<file path="src/rtl/gpu_cmd_pkg.sv">
// gpu_cmd_pkg: shared FSM states, error codes, sync marker and command opcodes
package gpu_cmd_pkg;
  typedef enum logic [2:0] {S_IDLE, S_OPCODE, S_LEN, S_PAYLOAD, S_CSUM} state_t;
  localparam logic [1:0] ERR_CSUM    = 2'b01;
  localparam logic [1:0] ERR_LEN     = 2'b10;
  localparam logic [1:0] ERR_TIMEOUT = 2'b11;
  localparam logic [7:0] SYNC_DEFAULT = 8'hA5;
  localparam logic [7:0] OP_SWAP              = 8'h01;
  localparam logic [7:0] OP_CLEAN             = 8'h02;
  localparam logic [7:0] OP_LOAD_VERTEX_BEGIN = 8'h03;
  localparam logic [7:0] OP_LOAD_VERTEX_CONT  = 8'h04;
  localparam logic [7:0] OP_LOAD_EDGE_BEGIN   = 8'h05;
  localparam logic [7:0] OP_LOAD_EDGE_CONT    = 8'h06;
  localparam logic [7:0] OP_STATUS            = 8'h07;
endpackage

</file>
<file path="src/rtl/pkt_timeout_timer.sv">
// pkt_timeout_timer: inter-byte idle counter
//   clk, rst_n : clock, async active-low reset
//   clr        : zero the count (byte seen, idle, or expiry)
//   en         : count this cycle
//   expire     : counting and the count has reached TIMEOUT_CYCLES-1
module pkt_timeout_timer #(
  parameter int TIMEOUT_CYCLES = 100000
) (
  input  logic clk,
  input  logic rst_n,
  input  logic clr,
  input  logic en,
  output logic expire
);
  localparam int W = $clog2(TIMEOUT_CYCLES);
  logic [W-1:0] cnt;
  always_ff @(posedge clk or negedge rst_n)
    if (!rst_n) cnt <= '0;
    else if (clr) cnt <= '0;
    else if (en) cnt <= cnt + W'(1);
  assign expire = en && cnt == W'(TIMEOUT_CYCLES - 1);
endmodule

</file>
<file path="src/rtl/cmd_packet_assembler.sv">
// cmd_packet_assembler: frames SYNC/OPCODE/LEN/payload/CSUM packets from a byte stream
//   CLK, rst_n     : clock, async active-low reset
//   rx_valid/data  : one-cycle byte strobe, no backpressure
//   opcode, payload, payload_len : last good packet (payload byte k at [8k+7:8k])
//   packet_ready   : one-cycle pulse on a new good packet
//   err, err_code  : one-cycle abort pulse; code 01 csum, 10 length, 11 timeout
//   busy           : inside a packet
module cmd_packet_assembler
  import gpu_cmd_pkg::*;
#(
  parameter int         MAX_PAYLOAD    = 8,
  parameter int         TIMEOUT_CYCLES = 100000,
  parameter logic [7:0] SYNC_BYTE      = SYNC_DEFAULT
) (
  input  logic                     CLK,
  input  logic                     rst_n,
  input  logic                     rx_valid,
  input  logic [7:0]               rx_data,
  output logic [7:0]               opcode,
  output logic [8*MAX_PAYLOAD-1:0] payload,
  output logic [7:0]               payload_len,
  output logic                     packet_ready,
  output logic                     err,
  output logic [1:0]               err_code,
  output logic                     busy
);
  state_t state, nxt;
  logic [7:0] wop, wlen, idx, csum;
  logic [8*MAX_PAYLOAD-1:0] wpay;
  logic ok, bad, expire, tmo;
  logic [1:0] code;
  assign busy = state != S_IDLE;
  assign tmo = busy && !rx_valid && expire;
  pkt_timeout_timer #(.TIMEOUT_CYCLES(TIMEOUT_CYCLES)) u_timer (
    .clk(CLK), .rst_n(rst_n),
    .clr(rx_valid || !busy || tmo),
    .en(!rx_valid && busy),
    .expire(expire)
  );
  always_ff @(posedge CLK or negedge rst_n)
    if (!rst_n) state <= S_IDLE;
    else state <= nxt;
  always_comb begin
    nxt = state;
    ok = 1'b0;
    bad = 1'b0;
    code = err_code;
    if (tmo) begin
      nxt = S_IDLE;
      bad = 1'b1;
      code = ERR_TIMEOUT;
    end else if (rx_valid) begin
      case (state)
        S_IDLE:    nxt = rx_data == SYNC_BYTE ? S_OPCODE : S_IDLE;
        S_OPCODE:  nxt = S_LEN;
        S_LEN: begin
          bad = rx_data > 8'(MAX_PAYLOAD);
          code = bad ? ERR_LEN : err_code;
          nxt = bad ? S_IDLE : rx_data == 8'd0 ? S_CSUM : S_PAYLOAD;
        end
        S_PAYLOAD: nxt = idx == wlen - 8'd1 ? S_CSUM : S_PAYLOAD;
        S_CSUM: begin
          ok = rx_data == csum;
          bad = !ok;
          code = ok ? err_code : ERR_CSUM;
          nxt = S_IDLE;
        end
        default:   nxt = S_IDLE;
      endcase
    end
  end
  always_ff @(posedge CLK or negedge rst_n)
    if (!rst_n) begin
      wop <= '0;
      wlen <= '0;
      idx <= '0;
      csum <= '0;
      wpay <= '0;
      opcode <= '0;
      payload <= '0;
      payload_len <= '0;
      packet_ready <= 1'b0;
      err <= 1'b0;
      err_code <= '0;
    end else begin
      packet_ready <= ok;
      err <= bad;
      err_code <= code;
      if (ok) begin
        opcode <= wop;
        payload <= wpay;
        payload_len <= wlen;
      end
      if (rx_valid && !tmo)
        case (state)
          S_OPCODE: begin
            wop <= rx_data;
            csum <= rx_data;
          end
          S_LEN: begin
            csum <= csum ^ rx_data;
            wlen <= rx_data;
            idx <= '0;
            // cleared even for LEN=0 so unused bytes of a zero-length packet read as 0
            wpay <= '0;
          end
          S_PAYLOAD: begin
            csum <= csum ^ rx_data;
            idx <= idx + 8'd1;
            for (int k = 0; k < MAX_PAYLOAD; k++)
              if (idx == 8'(k)) wpay[8*k +: 8] <= rx_data;
          end
          default: ;
        endcase
    end
endmodule

</file>
<file path="config.mk">
export PLATFORM = sky130hd
export DESIGN_NAME = cmd_packet_assembler
export DESIGN_NICKNAME = d
export VERILOG_FILES = /design/src/rtl/gpu_cmd_pkg.sv /design/src/rtl/pkt_timeout_timer.sv /design/src/rtl/cmd_packet_assembler.sv
export SDC_FILE = /design/constraint.sdc
export NUM_CORES = 1
export LEC_CHECK = 0
export ABC_AREA = 1
export CORE_MARGIN = 2
export CORE_UTILIZATION = 56
export CTS_CLUSTER_SIZE = 24
export DETAILED_ROUTE_END_ITERATION = 10
export PLACE_DENSITY = 0.79
export SETUP_SLACK_MARGIN = 0.3
export SKIP_LAST_GASP = 1
export SLEW_MARGIN = 20
export SYNTH_ARGS = -nofsm -noshare
export SYNTH_HDL_FRONTEND = slang
export SYNTH_HIERARCHICAL = 1
export SYNTH_SLANG_ARGS = --single-unit
</file>
<file path="constraint.sdc">
create_clock -name CLK -period 2.8 [get_ports CLK]
set_input_delay 0.56 -clock CLK [delete_from_list [all_inputs] [get_ports CLK]]
set_output_delay 0.56 -clock CLK [all_outputs]
set_load 0.01 [all_outputs]
</file>
Yosys cells after proc, flatten, opt, wreduce, memory -nomap -nowiden
Index checks and enable logic that the tools add are counted.
{"block": "totals", "register_bits": 200, "out_inout_bits": 85, "inputBits": 11, "elab_cells": 114}
{"block": "classes", "muxes": 31, "n_eq_ne": 25, "reduce_logical": 33, "bitwise": 1, "order_cmp": 1, "addsub": 3}
{"op": "$pmux W64 S2", "n": 1}
{"op": "$mux W8", "n": 8}
{"op": "$mux W17", "n": 2}
{"op": "$eq A8 B3 Y1 const B", "n": 4}
{"op": "$pmux W8 S2", "n": 2}
{"op": "$reduce_and A3 Y1", "n": 8}
{"op": "$add A17 B1 Y17 const B", "n": 1}
{"op": "$eq A17 B17 Y1 const B", "n": 1}
{"op": "$eq A8 B2 Y1 const B", "n": 2}
{"op": "$eq A8 B8 Y1", "n": 2}
{"op": "$logic_not A8 Y1", "n": 2}
{"op": "$ne A2 B2 Y1 const B", "n": 8}
{"op": "$mux W3", "n": 5}
{"op": "$pmux W3 S4", "n": 1}
{"op": "$add A8 B1 Y8 const B", "n": 1}
{"op": "$eq A8 B1 Y1 const B", "n": 1}
{"op": "$eq A8 B8 Y1 const B", "n": 1}
{"op": "$gt A8 B4 Y1 const B", "n": 1}
{"op": "$mux W2", "n": 4}
{"op": "$reduce_and A2 Y1", "n": 4}
{"op": "$reduce_bool A2 Y1", "n": 4}
{"op": "$sub A8 B1 Y8 const B", "n": 1}
{"op": "$xor A8 B8 Y8", "n": 1}
{"op": "$eq A3 B2 Y1 const B", "n": 2}
{"op": "13 further kinds", "n": 27}

Longest topological paths before layout
Gate-level depths: netlist of run 1.
{"block": "logic_depth", "depth_word": 7, "depth_mapped": 17, "ltp_nobuf": 16}

Modules after synthesis
Netlist of run 1, hierarchy kept.
{"module": "cmd_packet_assembler", "cells_each": 871, "n_inst": 1, "area_per_inst_um2": 7617.3, "seq_area_each_um2": 4579.4}
{"module": "pkt_timeout_timer", "cells_each": 135, "n_inst": 1, "area_per_inst_um2": 950.9, "seq_area_each_um2": 425.4}

Least setup slack after synthesis of run 1
Ideal clock, no wire load.
{"block": "synth_timing", "path_kind": "register to register", "start": "register state[1]", "end": "register u_timer.cnt[14]", "arrival_time_ns": 1.964, "setup_slack_ns": 0.719, "setup_ns": 0.117, "required_time_ns": 2.683, "period_less_slack_ns": 2.081, "path_buffers": 0, "path_stages_with_launch": 16, "path_cell_list": "dfrtp_1 > nor2_1 > nand2_1 > nand2_1 > inv_1 > nand3_1 > nor4_1 > inv_1 > nand2_1 > nor2_2 > nor2_2 > nand2_2 > nor2_1 > nand2_1 > nand2_1 > nor2_1"}
{"block": "synth_between", "elab_chain_len": 6, "word_cells_on_any_way": 9, "classes_between": "mux (1); reduce/logical (8)"}
{"element": "start: declaration", "line": "cmd_packet_assembler.sv:27", "text": "state_t state, nxt;"}
{"element": "start signal: assignment", "line": "cmd_packet_assembler.sv:42", "text": "else state <= nxt;"}
{"element": "$reduce_bool A3 Y1 (*)", "line": "cmd_packet_assembler.sv:32", "text": "assign busy = state != S_IDLE;"}
{"element": "via busy", "line": "cmd_packet_assembler.sv:25", "text": "output logic busy"}
{"element": "$logic_and A1 B1 Y1 (*)", "line": "cmd_packet_assembler.sv:37", "text": ".en(!rx_valid && busy),"}
{"element": "$logic_and A1 B1 Y1 (*)", "line": "pkt_timeout_timer.sv:21", "text": "assign expire = en && cnt == W'(TIMEOUT_CYCLES - 1);"}
{"element": "via expire", "line": "cmd_packet_assembler.sv:30", "text": "logic ok, bad, expire, tmo;"}
{"element": "$logic_and A1 B1 Y1 (*)", "line": "cmd_packet_assembler.sv:33", "text": "assign tmo = busy && !rx_valid && expire;"}
{"element": "$logic_or A1 B1 Y1 (*)", "line": "cmd_packet_assembler.sv:36", "text": ".clr(rx_valid || !busy || tmo),"}
{"element": "$mux W17 or $reduce_bool A2 Y1 (tied branches)"}
{"element": "end signal: assignment", "line": "pkt_timeout_timer.sv:20", "text": "else if (en) cnt <= cnt + W'(1);"}
{"element": "end: declaration", "line": "pkt_timeout_timer.sv:16", "text": "logic [W-1:0] cnt;"}
Mark *: on every way through the listed nets, which the timed path passes. The rest lies on a longest branch.
A chain may end at the register's enable or synchronous reset.

Final worst setup path of run 1
{"block": "layout_timing", "start": "register state[1]", "end": "output busy"}
{"block": "layout_between", "elab_chain_len": 1}
{"element": "$reduce_bool A3 Y1", "line": "cmd_packet_assembler.sv:32"}
{"element": "end: declaration", "line": "cmd_packet_assembler.sv:25"}
No other way between the ends.

==> results of run 1 <==
==> flip-flops by register name, indices dropped and copies added, names as in the netlist <==
register	flops
wop	8
err	1
wlen	8
payload	64
opcode	8
wpay	64
csum	8
u_timer/cnt	17
payload_len	8
state	3
packet_ready	1
idx	8
err_code	2
==> report_power, final <==
group	switching (mW)	internal [mW]
Sequential	0.132	3.08
Combinational	0.364	0.227
Clock	1.06	1.47
Total	1.56	4.78
==> through the flow <==
stage | utilization | power [mW] | hold slack [ns] | std cells | setup slack, ns
floorplan | - | 3.63 | 0.264 | 1006 | 0.719
global placement | 0.648 | 3.83 | 0.450 | 1275 | 0.258
detailed placement | 0.648 | 3.85 | 0.461 | 1275 | 0.169
CTS | 0.688 | 6.36 | 0.0480 | 1306 | 0.476
global route | 0.688 | 6.61 | 0.0522 | 1306 | 0.305
finish | 0.688 | 6.34 | 0.0432 | 1306 | 0.492
==> routing by layer <==
layer / wire (microns) / up-vias
met2: 9070 / 185
met4: 418 / 0
met3: 847 / 35
met5: 0 / -
met1: 8670 / 3295
li1: - / 3335
==> critical path, cell delays in order, from the launching register on <==
cell and delay, ns:
dfrtp_2 0.44, nor2_1 0.24, nand2_1 0.13, clkdlybuf4s50_1 0.50
==> cell families after synthesis <==
logic type / synth area share
adder cells (fa/ha/maj): 0.00876
AO/OA/AOI/OAI: 0.0860
buffers and inverters: 0.0621
flip-flops: 0.584
XOR/XNOR: 0.0194
AND/OR/NAND/NOR: 0.240
==> worst paths after layout <==
kind	endpoint	slack [ns]	cells past startpoint
setup / recovery	busy	0.49	3
hold / removal	payload[35]	0.04	1
setup reg to reg	err_code[0]	0.67	14
hold reg to reg	payload[45]	0.47	2
max in group asynchronous	wpay[17]	2.02	2
min in group CLK	payload[45]	0.47	2
==> layout make-up <==
class,count,area (sq um)
multi-input cells,679,3040
repair buffers,112,1130
flip-flops and latches,200,5010
inverters,96,362
well taps,188,235
fillers,1176,4700
clock inverters,11,146
clock buffers,20,467
==> layout by cell type, fill, tap and decap left out, types with 3 or more instances in the layout <==
cell	count
nand2_1	378
dfrtp_1	198
o21ai_0	122
clkdlybuf4s50_1	94
inv_1	91
nor2_1	73
nand3_1	28
clkbuf_16	17
a21oi_1	16
xnor2_1	14
buf_4	13
nor3_1	8
ha_1	6
xor2_1	5
nand4_1	5
inv_2	4
nor2_4	4
clkbuf_8	4
clkinv_2	4
buf_12	4
nor2_2	3
nand2_4	3
o21ai_1	3
nor4_1	3
bufinv_16	3
==> timing repair <==
item | 4_1_cts | 5_1_grt
endpoints found under the setup margin | 0 | 11
hold buffers | 0 | 0
gates resized for setup | 0 | 2
==> impl_metrics.env, run 1 <==
export IMPL_status="complete, no violations"
export IMPL_drv_slew=0
export IMPL_placementRows=45
export IMPL_busiest_layer="met2"
export IMPL_grtUsageMet1=0.354
export IMPL_die_height_microns=128
export IMPL_drc=0
export IMPL_antenna_cells=0
export IMPL_clockBufferDepth=2
export IMPL_initial_core_util=0.568
export IMPL_clkLatencyLatePin_ns=0.43
export IMPL_io_pins=96
export IMPL_yosysWarnings=6
export IMPL_worst_setup_path_start_kind="flip-flop"
export IMPL_final_cell_area_sq_mm=0.0104
export IMPL_synthCells=1006
export IMPL_worstMarginPinSlew_ns=1.08
export IMPL_hold_viol=0
export IMPL_rsz0062_at_grt="no"
export IMPL_ir_worst_vdd_mv=0.437
export IMPL_cellLeakagePower_nw=5.08
export IMPL_syn_num_nets=1023
export IMPL_yosys_top_cells_count="378 x nand2_1, 200 x dfrtp_1, 122 x o21ai_0"
export IMPL_synth_ff_type="dfrtp_1"
export IMPL_grt_usage=0.250
export IMPL_cp_max_fo=5
export IMPL_post_drt_via_cell_ratio=5.25
export IMPL_wl_per_cell_microns=14.6
export IMPL_ys_ff_latch=200
export IMPL_synth_cell_types=29
export IMPL_synthToLayoutAreaGrowth_pct=21.2
export IMPL_fin_setup_tns_ns=0
export IMPL_synthTopCellsByArea="dfrtp_1 58%, nand2_1 17%, o21ai_0 7.1%, inv_1 4.0%, nor2_1 3.2%"
export IMPL_cts_tree="built"
export IMPL_crit_start="state[1]"
export IMPL_grt_pass1_wl_microns=32100
export IMPL_port_buffers=95
export IMPL_dp_hpwl_microns=13200
export IMPL_htreeDepth=4
export IMPL_place_area_sq_mm=0.00977
export IMPL_wirelength_microns=19000
export IMPL_synthArstFlopShare=1.00
export IMPL_use_met2=0.395
export IMPL_final_nets=1123
export IMPL_avgSynthCellArea_sq_um=8.52
export IMPL_drt_iter0_drc=622
export IMPL_grt_max_degree=66
export IMPL_yosysSeqAreaShare=0.584
export IMPL_synth_top_area_frac=0.584
export IMPL_rr_startpoint="state[0]"
export IMPL_gr_usage_met3=0.0476
export IMPL_period_share=0.824
export IMPL_dieArea_sq_mm=0.0163
export IMPL_fmax_ghz=0.433
export IMPL_core_sq_mm=0.0151
export IMPL_via_count=6850
export IMPL_power_density_mw_per_mm2=610
export IMPL_antenna_found_initial=0
export IMPL_die_width_microns=128
export IMPL_clock_sinks=200
export IMPL_drtPass1Iterations=4
export IMPL_first_global_vias=6535
export IMPL_fin_crit_ns=2.31
export IMPL_yosysMostFrequentCell="nand2_1"
export IMPL_skew_ns=0.00777
export IMPL_root_buffer="clkbuf_16"
export IMPL_synth_edff_count=0
export IMPL_place_congestion=0.871
export IMPL_yosysTopAreaCell="dfrtp_1"
export IMPL_cts_buffers=17
export IMPL_max_cap_violations=0
export IMPL_finalSetupViolations=0
export IMPL_drive_gt1_frac=0.0644
export IMPL_grt_ovfl_total=0
export IMPL_cts_setup_buffers=0
export IMPL_worstSetupEndpointType="primary output"
export IMPL_critPathArrivalTime_ns=1.75
export IMPL_worstHoldPathType="primary input to asynchronous set/reset pin"
export IMPL_path_class="flip-flop to primary output"
export IMPL_clk_pin_slew_ns=0.07
export IMPL_required_ns=2.24
export IMPL_ant_nets=0
export IMPL_synth_area_sq_mm=0.00857
export IMPL_relSlewSlack=0.277
Note: power is estimated with default switching activity, not from simulation.
==> run 2, diff against run 1 <==
==> constraint.sdc (replaced) <==
create_clock -name CLK -period 2.4 [get_ports CLK]
set_input_delay 0.48 -clock CLK [delete_from_list [all_inputs] [get_ports CLK]]
set_output_delay 0.48 -clock CLK [all_outputs]
set_load 0.01 [all_outputs]
==> impl_metrics.env, run 2 (synthesis gave the netlist of run 1 again) <==
export IMPL_status="complete, no violations"
export IMPL_relSlewSlack=0.556
export IMPL_fill_cells=1140
export IMPL_clock_sinks=200
export IMPL_instances_no_fill=1327
export IMPL_initial_core_util=0.568
export IMPL_grt_ovfl_total=0
export IMPL_final_nets=1144
export IMPL_final_common_cell="nand2_1"
export IMPL_hold_viol=0
export IMPL_cp_slowest_cell="dfrtp_2"
export IMPL_critPathArrivalTime_ns=2.29
export IMPL_fmax_ghz=0.513
export IMPL_clockBufferDepth=2
export IMPL_synthToLayoutAreaGrowth_pct=23.2
export IMPL_die_width_microns=128
export IMPL_place_inst=1291
export IMPL_port_buffers=95
export IMPL_seq_area_sq_mm=0.00501
export IMPL_grt_max_degree=76
export IMPL_clkLatencyLatePin_ns=0.43
export IMPL_critical_path_max_stage_delay_ns=0.43
export IMPL_antenna_found_initial=0
export IMPL_drive_gt1_frac=0.0878
export IMPL_placementRows=45
export IMPL_first_global_vias=6378
export IMPL_post_drt_via_cell_ratio=5.13
export IMPL_drtPass1Iterations=5
export IMPL_fin_setup_tns_ns=0
export IMPL_ir_worst_vdd_mv=0.467
export IMPL_critical_path_top_delay_family="buffers and inverters"
export IMPL_rr_startpoint="state[2]"
export IMPL_fin_util=0.700
export IMPL_max_cap_violations=0
export IMPL_hold_path_end="opcode[0]"
export IMPL_clk_pin_slew_ns=0.07
export IMPL_dieArea_sq_mm=0.0163
export IMPL_cellLeakagePower_nw=5.16
export IMPL_hold_depth=2
export IMPL_cts_buffers=17
export IMPL_drt_iter0_drc=606
export IMPL_worstSetupEndpointType="flip-flop"
export IMPL_multi_input_area_sq_mm=0.00307
export IMPL_place_area_sq_mm=0.00992
export IMPL_root_buffer="clkbuf_16"
export IMPL_place_congestion=0.898
export IMPL_io_pins=96
export IMPL_mostFrequentLayoutCells="378 x nand2_1, 198 x dfrtp_1, 122 x o21ai_0"
export IMPL_power_density_mw_per_mm2=679
export IMPL_worstMarginPinSlew_ns=0.665
export IMPL_r2r_setup_slack_ns=0.45
export IMPL_reg2reg_to="wpay[49]"
export IMPL_wl_per_cell_microns=14.3
export IMPL_grt_pass1_wl_microns=31500
export IMPL_worst_setup_path_start_kind="flip-flop"
export IMPL_finalSetupViolations=0
export IMPL_skew_ns=0.00715
export IMPL_min_from="wop[0]"
export IMPL_dp_hpwl_microns=13200
export IMPL_antenna_cells=0
export IMPL_ant_nets=0
export IMPL_via_count=6805
export IMPL_drv_slew=0
export IMPL_wirelength_microns=19000
export IMPL_die_height_microns=128
export IMPL_core_sq_mm=0.0151
export IMPL_worstHoldPathType="flip-flop to flip-flop"
export IMPL_rsz0062_at_grt="no"
export IMPL_grt_usage=0.245
export IMPL_worst_slack_ns=0.450
export IMPL_final_cell_area_sq_mm=0.0106
export IMPL_worstRegToRegCells=8
export IMPL_path_class="flip-flop to flip-flop"
export IMPL_cp_max_fo=9
export IMPL_cts_tree="built"
export IMPL_crit_chain="buf_4, inv_1, nand2_1, nor2_1, inv_2, nor2_1, inv_1, o21ai_0"
export IMPL_required_ns=2.74
export IMPL_period_share=0.812
export IMPL_dp_slack_ns=-0.0746
export IMPL_drc=0
export IMPL_fin_crit_ns=1.95
export IMPL_reg_largest_list="payload (64), wpay (64), u_timer/cnt (17)"
export IMPL_htreeDepth=4
export IMPL_crit_buf_inv=4
==> run 2: cell count changes in the layout (fill, tap and decap cells not counted), moves of 2 or more <==
cell / before / now
a21oi_1: 16 / 14
a21oi_2: 2 / 4
buf_12: 4 / 6
buf_4: 13 / 30
bufinv_16: 3 / 1
clkinvlp_4: 2 / 6
inv_1: 91 / 89
nor2_1: 73 / 69
nor2_2: 3 / 5
nor2_4: 4 / 6
==> run 2: how the worst max path moves through the flow <==
stage | start | to | slack, ns | cells after the start
finish | state[2] | wpay[49] | 0.45 | 8
global route | rx_valid | u_timer/cnt[14] | 0.31 | 15
CTS | state[1] | busy | 0.28 | 3
global placement | rx_valid | u_timer/cnt[14] | -0.007 | 15
detailed placement | rx_valid | u_timer/cnt[14] | -0.07 | 15
floorplan | state[1] | u_timer/cnt[14] | 0.32 | 15
==> run 2: what timing repair did <==
action | 4_1_cts | 5_1_grt
endpoints found under the hold margin | 31 | 0
resized for setup | 4 | 10
hold buffers | 1 | 0
setup buffers | 0 | 3
setup endpoints to repair | 7 | 30
pin swaps | 0 | 1
==> run 2: layout make-up <==
class | instances | share of cell area
Timing Repair Buffer | 133 | 0.125
Tap cell | 188 | 0.0223
Clock inverter | 10 | 0.00900
Sequential cell | 200 | 0.474
Clock buffer | 21 | 0.0445
Multi-Input combinational cell | 679 | 0.290
Inverter | 96 | 0.0346
==> run 2: per-layer routing <==
layer | global-route usage | vias up | part of all wire
met5 | 0 | - | 0
met2 | 0.383 | 178 | 0.47
met1 | 0.351 | 3215 | 0.47
met3 | 0.0413 | 31 | 0.042
met4 | 0.0873 | 0 | 0.019
li1 | - | 3381 | -
==> run 2: through the flow <==
stage / power, mW / hold WS [ns]
2_1_floorplan: 4.23 / 0.184
3_3_place_gp: 4.45 / 0.403
3_5_place_dp: 4.49 / 0.405
4_1_cts: 7.20 / 0.472
5_1_grt: 7.48 / 0.492
6_report: 7.17 / 0.472
==> run 2: power breakdown <==
group | switching [mW] | leakage, nW | internal, mW
combinational | 0.425 | 2.22 | 0.269
clock | 1.22 | 0.264 | 1.51
sequential | 0.146 | 2.68 | 3.59
total | 1.79 | 5.16 | 5.37
==> run 2: worst min-delay path, cell delays in order, from the launching register on <==
cell,delay (ns)
dfrtp_1,0.34
nand2_1,0.05
nand2_1,0.05
